**src/rtl/ds_link_char_rx_if.sv**
```systemverilog
// DS-link receive bundle: D/S line pair from the pins and the decoded character/error outputs.
interface ds_link_char_rx_if;
  logic       D_in;
  logic       S_in;
  logic [7:0] rx_data;
  logic       rx_data_valid;
  logic       rx_eop1;
  logic       rx_eop2;
  logic       rx_fcc;
  logic       rx_null;
  logic       rx_got_null;
  logic       err_parity;
  logic       err_escape;
  logic       err_ds;
  logic       err_disconnect;
  logic       rx_error;

  modport master (
    output D_in, S_in,
    input  rx_data, rx_data_valid, rx_eop1, rx_eop2, rx_fcc, rx_null, rx_got_null,
    input  err_parity, err_escape, err_ds, err_disconnect, rx_error
  );

  modport slave (
    input  D_in, S_in,
    output rx_data, rx_data_valid, rx_eop1, rx_eop2, rx_fcc, rx_null, rx_got_null,
    output err_parity, err_escape, err_ds, err_disconnect, rx_error
  );
endinterface

```
**src/rtl/ds_link_char_rx.sv**
```systemverilog
// IEEE1355 DS-link character receiver: recovers bits from D/S, locks on the first NULL,
// decodes data/control characters, checks link parity and flags link errors.
module ds_link_char_rx #(
  parameter bit          G_LINK_PARITY_IS_ODD = 1'b1,
  parameter int unsigned G_DISC_CYCLES        = 64
) (
  input  logic               clk,
  input  logic               rst_n,
  input  logic               enable,
  ds_link_char_rx_if.slave   link
);

  localparam int unsigned DISC_W = $clog2(G_DISC_CYCLES + 1);

  // Control codes as {b0, b1}, b0 first on the wire.
  localparam logic [1:0] CODE_FCC  = 2'b00;
  localparam logic [1:0] CODE_EOP1 = 2'b01;
  localparam logic [1:0] CODE_EOP2 = 2'b10;

  typedef enum logic [2:0] {
    S_HUNT, S_PAR, S_FLAG, S_CTRL, S_DATA, S_ERROR
  } state_e;

  state_e              state_q;
  logic [2:0]          d_sync_q;
  logic [2:0]          s_sync_q;
  logic [5:0]          sh_q;
  logic [6:0]          data_q;
  logic [2:0]          cnt_q;
  logic                acc_q;
  logic                par_q;
  logic                esc_q;
  logic [DISC_W-1:0]   disc_q;

  logic [7:0]          rx_data_q;
  logic                rx_data_valid_q;
  logic                rx_eop1_q;
  logic                rx_eop2_q;
  logic                rx_fcc_q;
  logic                rx_null_q;
  logic                rx_got_null_q;
  logic                err_parity_q;
  logic                err_escape_q;
  logic                err_ds_q;
  logic                err_disconnect_q;
  logic                rx_error_q;

  logic                d_ev_c;
  logic                s_ev_c;
  logic                bit_ev_c;
  logic                both_ev_c;
  logic                rx_bit_c;
  logic                null_match_c;
  logic                par_ok_c;
  logic [1:0]          code_c;
  logic [7:0]          byte_c;
  logic                disc_hit_c;

  // Bits [1:0] synchronise the pins, bit [2] is the delayed copy for edge detection.
  always_ff @(posedge clk or negedge rst_n) begin
    if (!rst_n) begin
      d_sync_q <= 3'b000;
      s_sync_q <= 3'b000;
    end else begin
      d_sync_q <= {d_sync_q[1:0], link.D_in};
      s_sync_q <= {s_sync_q[1:0], link.S_in};
    end
  end

  always_comb begin
    d_ev_c       = d_sync_q[1] ^ d_sync_q[2];
    s_ev_c       = s_sync_q[1] ^ s_sync_q[2];
    bit_ev_c     = d_ev_c | s_ev_c;
    both_ev_c    = d_ev_c & s_ev_c;
    rx_bit_c     = d_sync_q[1];
    // sh_q holds the six bits before the current one; parity positions are don't-care.
    null_match_c = (sh_q[5:3] == 3'b111) && (sh_q[1:0] == 2'b10) && !rx_bit_c;
    par_ok_c     = (acc_q ^ par_q ^ rx_bit_c) == G_LINK_PARITY_IS_ODD;
    code_c       = {data_q[6], rx_bit_c};
    byte_c       = {rx_bit_c, data_q};
    disc_hit_c   = rx_got_null_q && (state_q != S_ERROR) && !bit_ev_c &&
                   (disc_q == DISC_W'(G_DISC_CYCLES - 1));
  end

  always_ff @(posedge clk or negedge rst_n) begin
    if (!rst_n) begin
      state_q          <= S_HUNT;
      sh_q             <= '0;
      data_q           <= '0;
      cnt_q            <= '0;
      acc_q            <= 1'b0;
      par_q            <= 1'b0;
      esc_q            <= 1'b0;
      disc_q           <= '0;
      rx_data_q        <= 8'h00;
      rx_data_valid_q  <= 1'b0;
      rx_eop1_q        <= 1'b0;
      rx_eop2_q        <= 1'b0;
      rx_fcc_q         <= 1'b0;
      rx_null_q        <= 1'b0;
      rx_got_null_q    <= 1'b0;
      err_parity_q     <= 1'b0;
      err_escape_q     <= 1'b0;
      err_ds_q         <= 1'b0;
      err_disconnect_q <= 1'b0;
      rx_error_q       <= 1'b0;
    end else begin
      rx_data_valid_q  <= 1'b0;
      rx_eop1_q        <= 1'b0;
      rx_eop2_q        <= 1'b0;
      rx_fcc_q         <= 1'b0;
      rx_null_q        <= 1'b0;
      err_parity_q     <= 1'b0;
      err_escape_q     <= 1'b0;
      err_ds_q         <= 1'b0;
      err_disconnect_q <= 1'b0;

      if (!enable) begin
        state_q       <= S_HUNT;
        sh_q          <= '0;
        data_q        <= '0;
        cnt_q         <= '0;
        acc_q         <= 1'b0;
        par_q         <= 1'b0;
        esc_q         <= 1'b0;
        disc_q        <= '0;
        rx_got_null_q <= 1'b0;
        rx_error_q    <= 1'b0;
      end else begin
        // Link-silence counter, saturating at the disconnect threshold.
        if (bit_ev_c) begin
          disc_q <= '0;
        end else if (rx_got_null_q && (disc_q != DISC_W'(G_DISC_CYCLES))) begin
          disc_q <= disc_q + DISC_W'(1);
        end

        if (state_q != S_ERROR) begin
          if (both_ev_c) begin
            err_ds_q   <= 1'b1;
            rx_error_q <= 1'b1;
            state_q    <= S_ERROR;
          end else if (disc_hit_c) begin
            err_disconnect_q <= 1'b1;
            rx_error_q       <= 1'b1;
            state_q          <= S_ERROR;
          end else if (bit_ev_c) begin
            case (state_q)
              S_HUNT: begin
                sh_q <= {sh_q[4:0], rx_bit_c};
                if (null_match_c) begin
                  rx_got_null_q <= 1'b1;
                  rx_null_q     <= 1'b1;
                  acc_q         <= 1'b0;
                  esc_q         <= 1'b0;
                  state_q       <= S_PAR;
                end
              end
              S_PAR: begin
                par_q   <= rx_bit_c;
                state_q <= S_FLAG;
              end
              S_FLAG: begin
                if (!par_ok_c) begin
                  err_parity_q <= 1'b1;
                  rx_error_q   <= 1'b1;
                  state_q      <= S_ERROR;
                end else begin
                  acc_q   <= 1'b0;
                  cnt_q   <= '0;
                  state_q <= rx_bit_c ? S_CTRL : S_DATA;
                end
              end
              S_CTRL: begin
                acc_q  <= acc_q ^ rx_bit_c;
                data_q <= {rx_bit_c, data_q[6:1]};
                cnt_q  <= cnt_q + 3'd1;
                if (cnt_q == 3'd1) begin
                  state_q <= S_PAR;
                  if (esc_q) begin
                    esc_q <= 1'b0;
                    if (code_c == CODE_FCC) begin
                      rx_null_q <= 1'b1;
                    end else begin
                      err_escape_q <= 1'b1;
                      rx_error_q   <= 1'b1;
                      state_q      <= S_ERROR;
                    end
                  end else begin
                    case (code_c)
                      CODE_FCC:  rx_fcc_q  <= 1'b1;
                      CODE_EOP1: rx_eop1_q <= 1'b1;
                      CODE_EOP2: rx_eop2_q <= 1'b1;
                      default:   esc_q     <= 1'b1;
                    endcase
                  end
                end
              end
              S_DATA: begin
                acc_q  <= acc_q ^ rx_bit_c;
                data_q <= {rx_bit_c, data_q[6:1]};
                cnt_q  <= cnt_q + 3'd1;
                if (cnt_q == 3'd7) begin
                  state_q <= S_PAR;
                  if (esc_q) begin
                    esc_q        <= 1'b0;
                    err_escape_q <= 1'b1;
                    rx_error_q   <= 1'b1;
                    state_q      <= S_ERROR;
                  end else begin
                    rx_data_q       <= byte_c;
                    rx_data_valid_q <= 1'b1;
                  end
                end
              end
              default: ;
            endcase
          end
        end
      end
    end
  end

  assign link.rx_data        = rx_data_q;
  assign link.rx_data_valid  = rx_data_valid_q;
  assign link.rx_eop1        = rx_eop1_q;
  assign link.rx_eop2        = rx_eop2_q;
  assign link.rx_fcc         = rx_fcc_q;
  assign link.rx_null        = rx_null_q;
  assign link.rx_got_null    = rx_got_null_q;
  assign link.err_parity     = err_parity_q;
  assign link.err_escape     = err_escape_q;
  assign link.err_ds         = err_ds_q;
  assign link.err_disconnect = err_disconnect_q;
  assign link.rx_error       = rx_error_q;

endmodule
```
**src/flat_wrapper.sv**
```systemverilog
// flat-port wrapper written by rule: the top's interface ports become plain ports
module ds_link_char_rx_flat 
#(
  parameter bit          G_LINK_PARITY_IS_ODD = 1'b1,
  parameter int unsigned G_DISC_CYCLES        = 64
)
  (clk, rst_n, enable, link_D_in, link_S_in, link_rx_data, link_rx_data_valid, link_rx_eop1, link_rx_eop2, link_rx_fcc, link_rx_null, link_rx_got_null, link_err_parity, link_err_escape, link_err_ds, link_err_disconnect, link_rx_error);
  ds_link_char_rx_if link_i ();
  input  logic clk;
  input  logic rst_n;
  input  logic enable;
  input wire logic [$bits(link_i.D_in)-1:0] link_D_in;
  input wire logic [$bits(link_i.S_in)-1:0] link_S_in;
  output wire logic [$bits(link_i.rx_data)-1:0] link_rx_data;
  output wire logic [$bits(link_i.rx_data_valid)-1:0] link_rx_data_valid;
  output wire logic [$bits(link_i.rx_eop1)-1:0] link_rx_eop1;
  output wire logic [$bits(link_i.rx_eop2)-1:0] link_rx_eop2;
  output wire logic [$bits(link_i.rx_fcc)-1:0] link_rx_fcc;
  output wire logic [$bits(link_i.rx_null)-1:0] link_rx_null;
  output wire logic [$bits(link_i.rx_got_null)-1:0] link_rx_got_null;
  output wire logic [$bits(link_i.err_parity)-1:0] link_err_parity;
  output wire logic [$bits(link_i.err_escape)-1:0] link_err_escape;
  output wire logic [$bits(link_i.err_ds)-1:0] link_err_ds;
  output wire logic [$bits(link_i.err_disconnect)-1:0] link_err_disconnect;
  output wire logic [$bits(link_i.rx_error)-1:0] link_rx_error;
  assign link_i.D_in = link_D_in;
  assign link_i.S_in = link_S_in;
  assign link_rx_data = link_i.rx_data;
  assign link_rx_data_valid = link_i.rx_data_valid;
  assign link_rx_eop1 = link_i.rx_eop1;
  assign link_rx_eop2 = link_i.rx_eop2;
  assign link_rx_fcc = link_i.rx_fcc;
  assign link_rx_null = link_i.rx_null;
  assign link_rx_got_null = link_i.rx_got_null;
  assign link_err_parity = link_i.err_parity;
  assign link_err_escape = link_i.err_escape;
  assign link_err_ds = link_i.err_ds;
  assign link_err_disconnect = link_i.err_disconnect;
  assign link_rx_error = link_i.rx_error;
  ds_link_char_rx #(.G_LINK_PARITY_IS_ODD(G_LINK_PARITY_IS_ODD), .G_DISC_CYCLES(G_DISC_CYCLES)) u_core (.clk(clk), .rst_n(rst_n), .enable(enable), .link(link_i));
endmodule
```
**config.mk**
```make
export PLATFORM = sky130hd
export DESIGN_NAME = ds_link_char_rx_flat
export DESIGN_NICKNAME = d
export VERILOG_FILES = /design/src/rtl/ds_link_char_rx_if.sv /design/src/rtl/ds_link_char_rx.sv /design/src/flat_wrapper.sv
export SDC_FILE = /design/constraint.sdc
export NUM_CORES = 1
export LEC_CHECK = 0
export ABC_CLOCK_PERIOD_IN_PS = 1900
export CORE_ASPECT_RATIO = 0.6
export CORE_UTILIZATION = 57
export CTS_BUF_LIST = sky130_fd_sc_hd__clkbuf_8
export DETAILED_ROUTE_END_ITERATION = 8
export DONT_BUFFER_PORTS = 1
export PLACE_DENSITY = 0.84
export SLEW_MARGIN = 10
export SYNTH_ARGS = -nofsm -noshare
export SYNTH_HDL_FRONTEND = slang
export SYNTH_SLANG_ARGS = --single-unit
```
**constraint.sdc**
```tcl
create_clock -name clk -period 1.9 [get_ports clk]
set_input_delay 0.38 -clock clk [delete_from_list [all_inputs] [get_ports clk]]
set_output_delay 0.38 -clock clk [all_outputs]
set_load 0.02 [all_outputs]
```
==> flow_metrics.env <==
export IMPL_die_h_um=54.11
export IMPL_hpwl_um=3914
export IMPL_dpl_cell_area_um2=2769
export IMPL_crit_fanout=5
export IMPL_synth_edf_count=0
export IMPL_clk_pin_slew_worst_paths_ps=100
export IMPL_routed_wl_met2_um=2449
export IMPL_slew_viol_final=0
export IMPL_antenna_found_initial=0
export IMPL_final_antenna_net_count=0
export IMPL_dp_slack_ps=24.70
export IMPL_initial_core_util_pct=61.26
export IMPL_avgSynthCellArea_um2=10.49
export IMPL_synth_seq_cells=54
export IMPL_regArea_um2=1353
export IMPL_p_leak_nw=1.378
export IMPL_setup_viol=0
export IMPL_final_cells=326
export IMPL_worstMarginPinSlew_ps=396.0
export IMPL_rsz0062_at_grt="yes"
export IMPL_fin_worst_skew_ps=12.46
export IMPL_insertion_delay_ps=310
export IMPL_final_period_utilization_pct=98.52
export IMPL_synthCells=246
export IMPL_grt_max_degree=55
export IMPL_synth_top_cell_area_share_pct=52.38
export IMPL_cts_buffers=5
export IMPL_yosysUniqueCellTypes=41
export IMPL_critPathLaunchType="flip-flop"
export IMPL_cts_buffer_depth=2
export IMPL_routabilityCongestion=0.9587
export IMPL_max_freq_mhz=534.2
export IMPL_status="completed"
export IMPL_core_area_um2=4212
export IMPL_wl_per_cell_um=17.54
export IMPL_finalInstanceArea_um2=2975
export IMPL_via_per_inst=6.123
export IMPL_drc=0
export IMPL_ys_seq_area_share_pct=52.38
export IMPL_route_met3_wl_um=541
export IMPL_port_buffers=0
export IMPL_hold_path_class="input port to flip-flop"
export IMPL_yosysWarnings=0
export IMPL_diodes=0
export IMPL_grt_pass1_wl_um=8990
export IMPL_synth_ff_type="dfrtp_1"
export IMPL_whs_ps=97.88
export IMPL_wl_met1_um=2674
export IMPL_num_rows=18
export IMPL_arrival_ps=2070
export IMPL_power_density_nw_per_um2=954.7
export IMPL_die_w_um=88.86
export IMPL_syn2layout_area_growth_pct=15.32
export IMPL_nets=278
export IMPL_firstDrtPassIters=5
export IMPL_gr_total_overflow=0
export IMPL_syn_area_um2=2580
export IMPL_fin_setup_tns_ps=0
export IMPL_drive_above_1_share_pct=22.18
export IMPL_num_io_pins=24
export IMPL_period_needed_ps=1872
export IMPL_syn_nets=259
export IMPL_highest_layer="met4"
export IMPL_cts_setup_buffers=0
export IMPL_cp_end_kind="flip-flop"
export IMPL_fin_ws_ps=28.14
export IMPL_grt_util_all_layers_pct=25.88
export IMPL_drv_cap=0
export IMPL_synth_area_top_cells="dfrtp_1, mux2_4, ha_1, o21ai_0, nand2_1"
export IMPL_route_vias_total=1996
export IMPL_cts_sinks=54
export IMPL_grt_pass1_vias=1804
export IMPL_finalHoldViolCount=0
export IMPL_die_area_um2=4808
export IMPL_cp_required_ps=2100
export IMPL_tritoncts="built"
export IMPL_multi_input_area_um2=1217
export IMPL_drt_total_wl_um=5717
export IMPL_synth_largest_area_cell="dfrtp_1"
export IMPL_drt_iter0_drc=329
export IMPL_async_flop_share_pct=100.0
export IMPL_slew_headroom_pct=73.57
export IMPL_root_buffer="clkbuf_8"
export IMPL_ir_drop_v=0.0004263
export IMPL_cts_max_level=2
export IMPL_n_fill_cell=292
export IMPL_crit_type="flip-flop to flip-flop"
export IMPL_dpl_cell_count=315
## Yosys cell counts (2+ instances only)
| cell type | instances |
|---|---|
| nand2b_1 | 3 |
| nand4b_1 | 2 |
| nor2b_1 | 4 |
| nand3b_1 | 4 |
| ha_1 | 8 |
| mux2i_1 | 2 |
| o21ai_0 | 18 |
| and3_1 | 3 |
| xor2_1 | 5 |
| xnor2_2 | 2 |
| mux2_4 | 8 |
| a22o_1 | 8 |
| o211a_1 | 2 |
| nand4_1 | 3 |
| nand2_1 | 24 |
| a21oi_1 | 14 |
| xnor2_1 | 2 |
| o22ai_1 | 2 |
| nor2_1 | 20 |
| nand3_1 | 10 |
| or3_1 | 4 |
| clkbuf_1 | 10 |
| nor3b_1 | 2 |
| inv_1 | 10 |
| dfrtp_1 | 54 |
| nor3_1 | 6 |
| o211ai_1 | 2 |
## stage by stage
| stage | power (mW) | utilization, % |
|---|---|---|
| global route | 2.994 | 70.65 |
| finish | 2.840 | 70.65 |
| detailed placement | 2.108 | 65.75 |
| global placement | 2.085 | 65.75 |
| floorplan | 1.863 | - |
| CTS | 2.773 | 68.84 |
## timing repair
item	CTS	global route
hold buffers	2	0
endpoints found under the setup margin	2	20
gates cloned	0	1
hold endpoints to repair	54	0
gates resized for setup	1	19
pin swaps	0	2
## cell families after synthesis
group	after synthesis	share of synthesized area (%)
flip-flops	54	52.38
buffers and inverters	21	3.347
adder cells (fa/ha/maj)	8	3.880
AND/OR/NAND/NOR	90	17.65
XOR/XNOR	10	4.268
multiplexers	10	5.432
AO/OA/AOI/OAI	53	13.05
## flip-flops by register name, indices dropped and copies added (netlist names), 3 cells and up
signal	flops
u_core.cnt_q	3
u_core.d_sync_q	3
u_core.data_q	7
u_core.disc_q	7
u_core.link.rx_data	8
u_core.s_sync_q	3
u_core.sh_q	6
u_core.state_q	3
## cells in the final DEF, fill, tap and decap left out, drive strengths merged, types with 2 or more instances in the layout
cell type,count
nor2,20
o211ai,2
nor3b,2
nand2,24
buf,22
o22ai,2
nand3b,4
o211a,2
clkinv,2
nand2b,3
a21oi,14
or3,4
a22o,8
and3,3
mux2,8
nand3,10
ha,8
nor3,6
inv,10
xor2,6
mux2i,2
nor2b,4
dfrtp,54
o21ai,18
clkbuf,5
xnor2,4
nand4b,2
nand4,3
## worst paths after layout
kind / startpoint / endpoint / slack (ps) / cells past startpoint
min in group asynchronous: rst_n / u_core.link.err_escape$_DFF_PN0_ / 560 / 2
hold reg to reg: u_core.s_sync_q[0]$_DFF_PN0_ / u_core.s_sync_q[1]$_DFF_PN0_ / 350 / 0
setup / recovery: u_core.cnt_q[0]$_DFFE_PN0P_ / u_core.link.rx_data[4]$_DFFE_PN0P_ / 30 / 6
setup reg to reg: u_core.cnt_q[0]$_DFFE_PN0P_ / u_core.link.rx_data[4]$_DFFE_PN0P_ / 30 / 6
max in group asynchronous: rst_n / u_core.d_sync_q[1]$_DFF_PN0_ / 1070 / 2
hold / removal: link_S_in / u_core.s_sync_q[0]$_DFF_PN0_ / 100 / 0
## per-layer routing
metal	GRT usage (%)	vias up
met1	39.14	975
met4	6.183	0
li1	-	896
met5	0	-
met2	36.92	116
met3	6.595	9
## worst max-delay path, cell delays in order, from the launching register on
cell and delay [ps]:
dfrtp_1 410, ha_1 170, ha_1 220, nand2_1 110, or3_4 400, buf_6 150, mux2_4 290
## cell type report
| cell class | instances | share of cell area (%) |
|---|---|---|
| flip-flops and latches | 54 | 45.46 |
| multi-input cells | 171 | 40.92 |
| repair buffers | 23 | 6.812 |
| well taps | 60 | 2.523 |
| clock buffers | 5 | 2.313 |
| inverters | 10 | 1.262 |
| clock inverters | 3 | 0.7149 |
## power by group
part / internal (mW) / total (mW) / switching (mW)
combinational: 0.364 / 0.886 / 0.522
clock: 0.260 / 0.638 / 0.378
sequential: 1.23 / 1.32 / 0.0897
total: 1.85 / 2.84 / 0.990
Note: power is estimated with default switching activity, not from simulation.
==> variant, RTL diff (config.mk and constraints unchanged) <==
Re-encode `state_e` (6 states) as one-hot, 6 bits wide.
--- a/src/rtl/ds_link_char_rx.sv
+++ b/src/rtl/ds_link_char_rx.sv
@@ -18,6 +18,6 @@
   localparam logic [1:0] CODE_EOP2 = 2'b10;
 
-  typedef enum logic [2:0] {
-    S_HUNT, S_PAR, S_FLAG, S_CTRL, S_DATA, S_ERROR
+  typedef enum logic [5:0] {
+    S_HUNT = 6'b000001, S_PAR = 6'b000010, S_FLAG = 6'b000100, S_CTRL = 6'b001000, S_DATA = 6'b010000, S_ERROR = 6'b100000
   } state_e;
 
Check against the original RTL: same outputs for any inputs over 10 cycles, from zero or initial values and one cycle with rst_n low; not proved beyond that.
==> variant against the original RTL <==
  * Utilization increased by 11 points
  * Power is 4.9% higher
  * Clock power grew 90%
  * Synthesized area rose by 14%
  * The run now ends with negative setup slack left
  * Setup slack got worse by 0.23 ns
  * Routed wire length is 37% higher
  * Cell area is 31% higher
  * Via count increased by 24%
  * Sequential cell count increased by 3
==> variant: results (changes against the original RTL) <==
** Routing
- The wire length reported by the detailed router was 7809 microns (+37%).
- Iter 0 DRT Violations :: 185 (-44%)
- The detailed-routing iteration count for the pre-antenna-repair pass was 4 (-1).
- Final routed wire length divided by cell count :: 19.28 microns (+9.9%)
- The average via count per standard cell is 6.099 (-0.39%).

** Outcome
- Violated checks :: negative setup slack
- The flow ran to the end, but the final reports show violations.

** Synthesis
- Ranked by total cell area, the synthesized netlist is headed by sky130_fd_sc_hd__dfrtp_1, sky130_fd_sc_hd__mux2_4, sky130_fd_sc_hd__ha_1.
- Seq/Total Area, Yosys :: 0.4868 (-0.03699)
- The mean instance size in the synthesized netlist is 10.40 sq um (-0.84%).
- Leading post-synthesis cells by instance count :: sky130_fd_sc_hd__dfrtp_1, sky130_fd_sc_hd__inv_1, sky130_fd_sc_hd__nor2_1
- Post-synthesis net count :: 294 (+14%)
- Number of distinct library cell variants in the gate-level netlist after synthesis :: 55 (+34%)

** STA
- The transition time at the pin with the least slew margin came to 0.5283 ns (+0.1323 ns).
- The number of failing setup endpoints in the final timing report is 27 (+27).
- Post-route setup slack :: -0.1969 ns (-0.2250 ns)
- The worst-case clock skew was 0.01488 ns (+0.002417 ns).
- Final-layout setup total negative slack :: -4.027 ns (-4.027 ns)

** Worst setup path
- The slowest stage of the critical path is the sky130_fd_sc_hd__or3_4 cell.
- The worst path arrival time is 2.33 ns (+0.26 ns).
- The endpoint identified for the worst register-to-register timing path is u_core.data_q[3].
- Setup crit start :: u_core.state_q[1]
- Number of cells on the worst reg-to-reg path :: 7 (+1)
- The kind of cell with the highest combined delay along the critical path is simple AND/OR/NAND/NOR gates.
- Maximum fanout count along the critical path :: 7 (+2)
- Endpoint type of the worst setup path :: register

** GRT
- Pin count of the biggest net entering global routing :: 58 (+5.5%)
- The met2 routing resource usage after global routing came to 0.4573 (+0.08812).
- The total track usage was 0.3013 (+0.04256).
- GRT met1 Usage :: 0.4097 (+0.01833)
- M3 GR Usage :: 0.1053 (+0.03938)
- First-pass GRT wire length :: 12000 microns (+33%)
- The number of global-route vias before repair came to 2440 (+35%).

** Layout
- Number of flip-flops under the largest register name :: 8 (unchanged)
- The number of nets in the finished design is 349 (+26%).
- Fraction of final layout cells sized beyond drive strength 1 :: 0.3655 (+0.1437)
- The fill cell total of the finished layout was 247 (-15%).

** CTS
- The insertion delay to the later sink of the worst-skew pair was 0.35 ns (+0.04 ns).
- Maximum level of the CTS H-tree :: 3 (+1)
- Number of clock buffers inserted by TritonCTS :: 9 (+4)
- The clock transition at the registers of the reported paths came to 0.07 ns (-0.03 ns).

** Placement
- Cell total after placement :: 375 (+19%)
- The post-DP HPWL was 4988 microns (+27%).
- RD Place Congestion :: 0.9286 (-3.1%)
- The count of buffers from port buffering is 0 (unchanged).
- The post-placement setup slack came to -0.2451 ns (-0.2698 ns).

** Min path
- Launch instance of the worst min-delay path :: link_S_in

** Power
- The power spent charging and discharging nets is 805.8 uW (-19%).
- The static power due to leakage is 0.001730 uW (+26%).
- Maximum VDD drop :: 0.7476 mV (+75%)
[variant: layout make-up]
| class | count | area share |
|---|---|---|
| clock buffers | 12 | 0.04244 |
| clock inverters | 4 | 0.01286 |
| inverters | 22 | 0.02122 |
| multi-input cells | 190 | 0.4064 |
| flip-flops and latches | 57 | 0.3672 |
| well taps | 63 | 0.02026 |
| repair buffers | 57 | 0.1296 |
[variant: worst max-delay path by stage]
stage                             end  cells past startpoint  slack [ns]
3_3_place_gp   u_core.link.rx_data[5]                      6       -0.21
4_1_cts        u_core.link.rx_data[3]                      6       -0.24
5_1_grt        u_core.link.rx_data[7]                      6       -0.25
3_5_place_dp   u_core.link.rx_data[5]                      6       -0.25
2_1_floorplan  u_core.link.rx_data[0]                      7       -0.28
6_report             u_core.data_q[3]                      7       -0.20
[variant: through the flow]
step	instance area, sq um	hold WS (ns)	util	total power (uW)
after global routing	3891	0.04719	0.8184	3079
after floorplan	2949	0.08441	-	1509
after global placement	3286	0.08536	0.6911	1621
after CTS	3684	0.05756	0.7747	2905
after detailed placement	3286	0.08547	0.6911	1632
final	3891	0.06247	0.8184	2979
[variant: what timing repair did]
item / 4_1_cts / 5_1_grt
buffers inserted: 6 / 8
resized for setup: 29 / 35
hold buffers: 2 / 0
endpoints found under the setup margin: 31 / 35
endpoints found under the hold margin: 57 / 0
gates cloned: 1 / 0
pin swaps: 8 / 14
[variant: routing by layer]
layer / part of all wire / vias up
li1: - / 1117
met1: 0.45 / 1230
met2: 0.46 / 107
met3: 0.078 / 16
met4: 0.013 / 0
met5: 0 / -
[variant: kinds of logic after synthesis]
family / synth area share
compound gates: 0.1050
xor+xnor: 0.03883
fa+ha+maj: 0.02986
buf+inv: 0.05461
flops: 0.4868
mux: 0.07594
simple gates: 0.2091
[variant: power groups by stage]
stage	clock (uW)	combinational [uW]	sequential, uW
6_report	1210	486	1280
5_1_grt	1280	516	1280
4_1_cts	1230	400	1280
3_5_place_dp	0	331	1300
3_3_place_gp	0	321	1300
2_1_floorplan	0	220	1290
